==> config.mk <==
export PLATFORM = sky130hd
export DESIGN_NAME = pipeline_ctrl
export DESIGN_NICKNAME = d
export VERILOG_FILES = /design/src/rtl/pipeline_ctrl.sv
export SDC_FILE = /design/constraint.sdc
export NUM_CORES = 1
export LEC_CHECK = 0
export BUFFER_PORTS_ARGS = -buffer_cell sky130_fd_sc_hd__buf_2
export CAP_MARGIN = 30
export CORE_AREA = 2 2 105 107
export CTS_BUF_LIST = sky130_fd_sc_hd__clkbuf_4
export DETAILED_ROUTE_END_ITERATION = 6
export DIE_AREA = 0 0 107 109
export PLACE_DENSITY = 0.47
export SLEW_MARGIN = 20
export SYNTH_ARGS = -nofsm -noshare
export SYNTH_HDL_FRONTEND = slang
export SYNTH_SLANG_ARGS = --single-unit
==> constraint.sdc <==
create_clock -name clk -period 1.7 [get_ports clk]
set_input_delay 0.17 -clock clk [delete_from_list [all_inputs] [get_ports clk]]
set_output_delay 0.17 -clock clk [all_outputs]
set_load 0.01 [all_outputs]
==> src/rtl/pipeline_ctrl.sv <==
// Stage sequencer for the 5-stage pipeline: reset sequencing, run/halt/step
// debug control, RAW stall and branch flush handling, and performance counters.
module pipeline_ctrl #(
  parameter int RST_CYCLES     = 4,
  parameter bit WB_WRITE_FIRST = 1'b0,
  parameter int CNT_W          = 16
) (
  input  logic             clk,
  input  logic             rst,
  input  logic             run_en,
  input  logic             step_req,
  input  logic [31:0]      inst_data_id,
  input  logic             rs_used_id,
  input  logic             rt_used_id,
  input  logic             is_branch_id,
  input  logic             is_branch_exe,
  input  logic [4:0]       regw_addr_exe,
  input  logic             wb_wen_exe,
  input  logic             is_branch_mem,
  input  logic [4:0]       regw_addr_mem,
  input  logic             wb_wen_mem,
  input  logic [4:0]       regw_addr_wb,
  input  logic             wb_wen_wb,
  output logic             if_rst,
  output logic             id_rst,
  output logic             exe_rst,
  output logic             mem_rst,
  output logic             wb_rst,
  output logic             if_en,
  output logic             id_en,
  output logic             exe_en,
  output logic             mem_en,
  output logic             wb_en,
  output logic [1:0]       ctrl_state,
  output logic [CNT_W-1:0] stall_count,
  output logic [CNT_W-1:0] flush_count
);

  localparam logic [1:0] ST_INIT = 2'd0;
  localparam logic [1:0] ST_RUN  = 2'd1;
  localparam logic [1:0] ST_HALT = 2'd2;
  localparam logic [1:0] ST_STEP = 2'd3;

  localparam logic [7:0] INIT_LAST = 8'(RST_CYCLES - 1);

  logic [1:0] state;
  logic [1:0] state_nxt;
  logic [7:0] init_cnt;
  logic       step_req_d;
  logic       step_edge;
  logic       active;

  logic [4:0] rs;
  logic [4:0] rt;
  logic       rs_hit;
  logic       rt_hit;
  logic       raw;
  logic       br_early;
  logic       stall_evt;
  logic       flush_evt;
  logic       unused_inst_bits;

  assign rs               = inst_data_id[25:21];
  assign rt               = inst_data_id[20:16];
  assign unused_inst_bits = ^{inst_data_id[31:26], inst_data_id[15:0]};

  assign step_edge  = step_req & ~step_req_d;
  assign active     = (state == ST_RUN) || (state == ST_STEP);
  assign ctrl_state = state;

  // Register-dependency check of the ID source registers against in-flight writers.
  always_comb begin
    rs_hit = (rs != 5'd0) &&
             ((wb_wen_exe && (rs == regw_addr_exe)) ||
              (wb_wen_mem && (rs == regw_addr_mem)) ||
              (!WB_WRITE_FIRST && wb_wen_wb && (rs == regw_addr_wb)));
    rt_hit = (rt != 5'd0) &&
             ((wb_wen_exe && (rt == regw_addr_exe)) ||
              (wb_wen_mem && (rt == regw_addr_mem)) ||
              (!WB_WRITE_FIRST && wb_wen_wb && (rt == regw_addr_wb)));
    raw    = (rs_used_id && rs_hit) || (rt_used_id && rt_hit);
  end

  // A branch in ID or EXE holds IF; a branch in MEM lets IF load the target.
  assign br_early  = is_branch_id || is_branch_exe;
  assign stall_evt = active && raw;
  assign flush_evt = active && !raw && (br_early || is_branch_mem);

  // Debug FSM next-state selection.
  always_comb begin
    state_nxt = state;
    case (state)
      ST_INIT: if (init_cnt == INIT_LAST) state_nxt = run_en ? ST_RUN : ST_HALT;
      ST_RUN:  if (!run_en) state_nxt = ST_HALT;
      ST_HALT: begin
        if (run_en)         state_nxt = ST_RUN;
        else if (step_edge) state_nxt = ST_STEP;
      end
      ST_STEP: state_nxt = run_en ? ST_RUN : ST_HALT;
      default: state_nxt = ST_INIT;
    endcase
  end

  // State, reset-sequence counter and step edge register.
  always_ff @(posedge clk or posedge rst) begin
    if (rst) begin
      state      <= ST_INIT;
      init_cnt   <= 8'd0;
      step_req_d <= 1'b0;
    end else begin
      state      <= state_nxt;
      step_req_d <= step_req;
      if (state == ST_INIT) init_cnt <= init_cnt + 8'd1;
    end
  end

  // Saturating stall/flush counters, only counting while the pipeline advances.
  always_ff @(posedge clk or posedge rst) begin
    if (rst) begin
      stall_count <= '0;
      flush_count <= '0;
    end else begin
      if (stall_evt && (stall_count != '1)) stall_count <= stall_count + 1'b1;
      if (flush_evt && (flush_count != '1)) flush_count <= flush_count + 1'b1;
    end
  end

  // Stage control outputs; RAW stalls take priority over branch handling.
  always_comb begin
    if_rst  = 1'b0;
    id_rst  = 1'b0;
    exe_rst = 1'b0;
    mem_rst = 1'b0;
    wb_rst  = 1'b0;
    if_en   = 1'b0;
    id_en   = 1'b0;
    exe_en  = 1'b0;
    mem_en  = 1'b0;
    wb_en   = 1'b0;
    if (state == ST_INIT) begin
      if_rst  = 1'b1;
      id_rst  = 1'b1;
      exe_rst = 1'b1;
      mem_rst = 1'b1;
      wb_rst  = 1'b1;
    end else if (active) begin
      if_en  = 1'b1;
      id_en  = 1'b1;
      exe_en = 1'b1;
      mem_en = 1'b1;
      wb_en  = 1'b1;
      if (raw) begin
        if_en   = 1'b0;
        id_en   = 1'b0;
        exe_rst = 1'b1;
      end else if (br_early) begin
        if_en  = 1'b0;
        id_rst = 1'b1;
      end else if (is_branch_mem) begin
        id_rst = 1'b1;
      end
    end
  end

endmodule

==> results.md <==
* HPWL after detailed placement at 5485 µm
* Top-count cell post-synth: dfrtp_1
* CP endpoint kind: output port
* Initial antenna violation count at 0
* Synth cell count leaders: dfrtp_1 (43), xor2_1 (39), xnor2_1 (27), nand2_1 (19), nand4_1 (17)
* H-tree depth at 2
* Final Skew at 0.01530 ns
* Die width at 107 µm
* Asr flop ratio synth at 100.0%
* Setup Crit Path Kind: reg -> out
* Post-synthesis cell count at 254
* Vias after detailed routing at 2485
* Share of cells above drive strength 1 at 55.66%
* Largest net degree at the start of global routing at 28
* Tot GR Track Use at 13.15%
* Synthesized flop and latch total at 43
* Req. time, crit path at 1.53 ns
* Power, Total at 4421 µW
* Filler cell count at 1091
* Seq/Total Area, Yosys at 42.07%
* Yosys Warn Count at 0
* CP max stage cell: dfrtp_2
* RSZ-0062 raised after global routing: yes
* Failing checks: setup timing
* Syn Nets at 320
* Syn_area_per_cell at 10.07 µm²
* Setup violators final at 31
* Synthesized area at 2557 µm²
* Synth top area share at 42.07%
* Final WL at 7370 µm
* Vias per cell at 4.406
* Final Non-Filler Cells at 564
* Area grow syn2layout at 64.38%
* EDFF count, synth at 0
* TritonCTS clock tree: done
* Initial core utilization at 24.12%
* Clock network latency to the later pin of the worst-skew pair at 0.36 ns
* Vias in the first global route at 2535
* CP startpoint kind: flip-flop
* Most used DFF post-synth: dfrtp_1
* Cell Rows at 38
* Hold crit path type: in -> async
* Total CTS buffers at 5
* First-pass GRT wire length at 12130 µm
* Die Ht at 109 µm
* Worst path max stage delay at 0.46 ns
* Status: finished with violations
* Drt initial violations at 73
* # diodes at 0
* Final ANT Viol Nets at 0
* Max-slew headroom at 56.02%
* Hold Vio Cnt, Final at 0
* Worst-path clk slew at 0.14 ns
* CTS Root Cell: clkbuf_4
* Inst Count DP at 535
* Distinct cell type count of the synthesized netlist at 40
* Synth area leaders: dfrtp_1 (42%), xor2_1 (13%), xnor2_1 (9.2%), nand4_1 (4.2%), ha_1 (3.4%)
* Pre-antenna DRT Iters at 4
* Power Density at 1052 nW/µm²
* Cell taking the most area after synthesis: dfrtp_1
* Port bufs at 80
* Fmax at 521.1 MHz
* VDD IR max at 0.4885 mV
* Wire per inst at 13.07 µm
* Clock buffer depth at 2
* Max-slew violations at 0
* Routability Congestion at 0.8017
* Global route overflow at 0
* Core area at 10600 µm²
* DRC viols at 0
* Worst-margin pin slew at 0.6556 ns
* Crit path cell chain: ha_2 -> or2_1 -> buf_6 -> nand3_4 -> buf_6 -> nor2_1 -> buf_2
* Worst setup margin at -0.2192 ns
* I/O pins at 103
* Max Cap Viol at 0
* Critical path's most frequent cell: buf_6
* Full die area at 11660 µm²
* Crit path DAT at 1.75 ns
* Critical Path Fanout Max at 3
* Minimum clock period at 1.919 ns
* Leak Pwr at 0.002090 µW
* Setup slack at placement at -0.3236 ns
* Final net count at 489
* Final Cycle Share at 112.9%
* Clock sinks at 43
## kinds of logic after synthesis
family / count (synthesis) / share of synthesized area, %
DFF: 43 / 42.07
AOI/OAI and AO/OA: 20 / 6.506
muxes: 3 / 1.321
buffers and inverters: 15 / 2.886
and+or+nand+nor: 100 / 21.18
xor gates and xnor gates: 66 / 22.60
adders and majority gates: 7 / 3.425
## report_power, final
part | leakage [µW] | switching (µW) | internal (µW)
Clock | 0.0000331 | 358 | 172
Combinational | 0.00149 | 1190 | 1280
Sequential | 0.000562 | 189 | 1240
Total | 0.00209 | 1730 | 2690
## layer usage
metal  vias to the layer above  global-route usage, %  part of all wire [%]
met2                        56                  21.97                    49
met1                      1190                  17.14                    45
met4                         0                  3.154                  0.95
li1                       1234                      -                     -
met5                         -                      0                     0
met3                         5                  3.288                   5.3
## area by class of cell
| type | instances | area, µm² | share of cell area [%] |
|---|---|---|---|
| multi-input combinational | 196 | 1687 | 40.12 |
| tap | 140 | 175.2 | 4.167 |
| clock inverter | 2 | 8.758 | 0.2083 |
| timing repair buffer | 171 | 1181 | 28.10 |
| sequential | 43 | 1085 | 25.80 |
| clock buffer | 6 | 45.04 | 1.071 |
| inverter | 6 | 22.52 | 0.5357 |
## critical path: cells and delay by family (launching register included)
family / cells / cell delay [ns]
buf+inv: 3 / 0.37
simple gates: 3 / 0.36
flops: 1 / 0.46
fa+ha+maj: 1 / 0.19
## cells in the final DEF (no fill, tap or decap), drive strengths merged, types with 2 or more instances in the layout
| cell | instances |
|---|---|
| xor2 | 39 |
| mux2 | 3 |
| nor2 | 14 |
| inv | 5 |
| nand4 | 17 |
| dlygate4sd3 | 3 |
| dfrtp | 43 |
| a21oi | 6 |
| o22ai | 2 |
| nor3 | 8 |
| nand2 | 19 |
| clkbuf | 6 |
| or4 | 2 |
| or2 | 2 |
| ha | 7 |
| a31o | 2 |
| clkinv | 3 |
| xnor2 | 27 |
| nor4 | 9 |
| and3 | 8 |
| a31oi | 2 |
| buf | 168 |
| nand3 | 16 |
| o21ai | 3 |
## metrics by stage
step | area [µm²] | setup TNS (ns) | util [%] | hold slack [ns]
final | 4204 | -3.138 | 39.65 | 0.3646
after global routing | 4204 | -7.021 | 39.65 | 0.3994
after CTS | 4064 | -2.692 | 38.33 | 0.3730
after detailed placement | 3704 | -8.098 | 34.93 | 0.2225
after global placement | 3704 | -7.960 | 34.93 | 0.2296
after floorplan | 2649 | -1.092 | - | 0.2014
## what timing repair did
item,in CTS,in global routing
resized for setup,33,21
cloned,1,0
hold buffers,3,0
pin swaps,24,22
buffers inserted,12,5
endpoints found under the hold margin,18,0
setup endpoints to repair,35,43
## path summary, 6_finish.rpt
check / depth (start not counted) / start / slack (ns) / end
max in group asynchronous: 4 / rst / 0.81 / flush_count[3]
worst max-delay path: 7 / ctrl_state[0] / -0.22 / id_en
worst min register to register: 1 / init_cnt[7] / 0.49 / init_cnt[7]
worst min-delay path: 3 / rst / 0.36 / stall_count[13]
worst max register to register: 10 / ctrl_state[1] / -0.15 / stall_count[14]
min in group clk: 5 / is_branch_mem / 0.45 / flush_count[12]
## sequential cells by signal, summed over array words and instances (netlist names)
register / cells
ctrl_state: 2
flush_count: 16
init_cnt: 8
stall_count: 16
step_req_d: 1
Power figures use the tool's default switching activity.
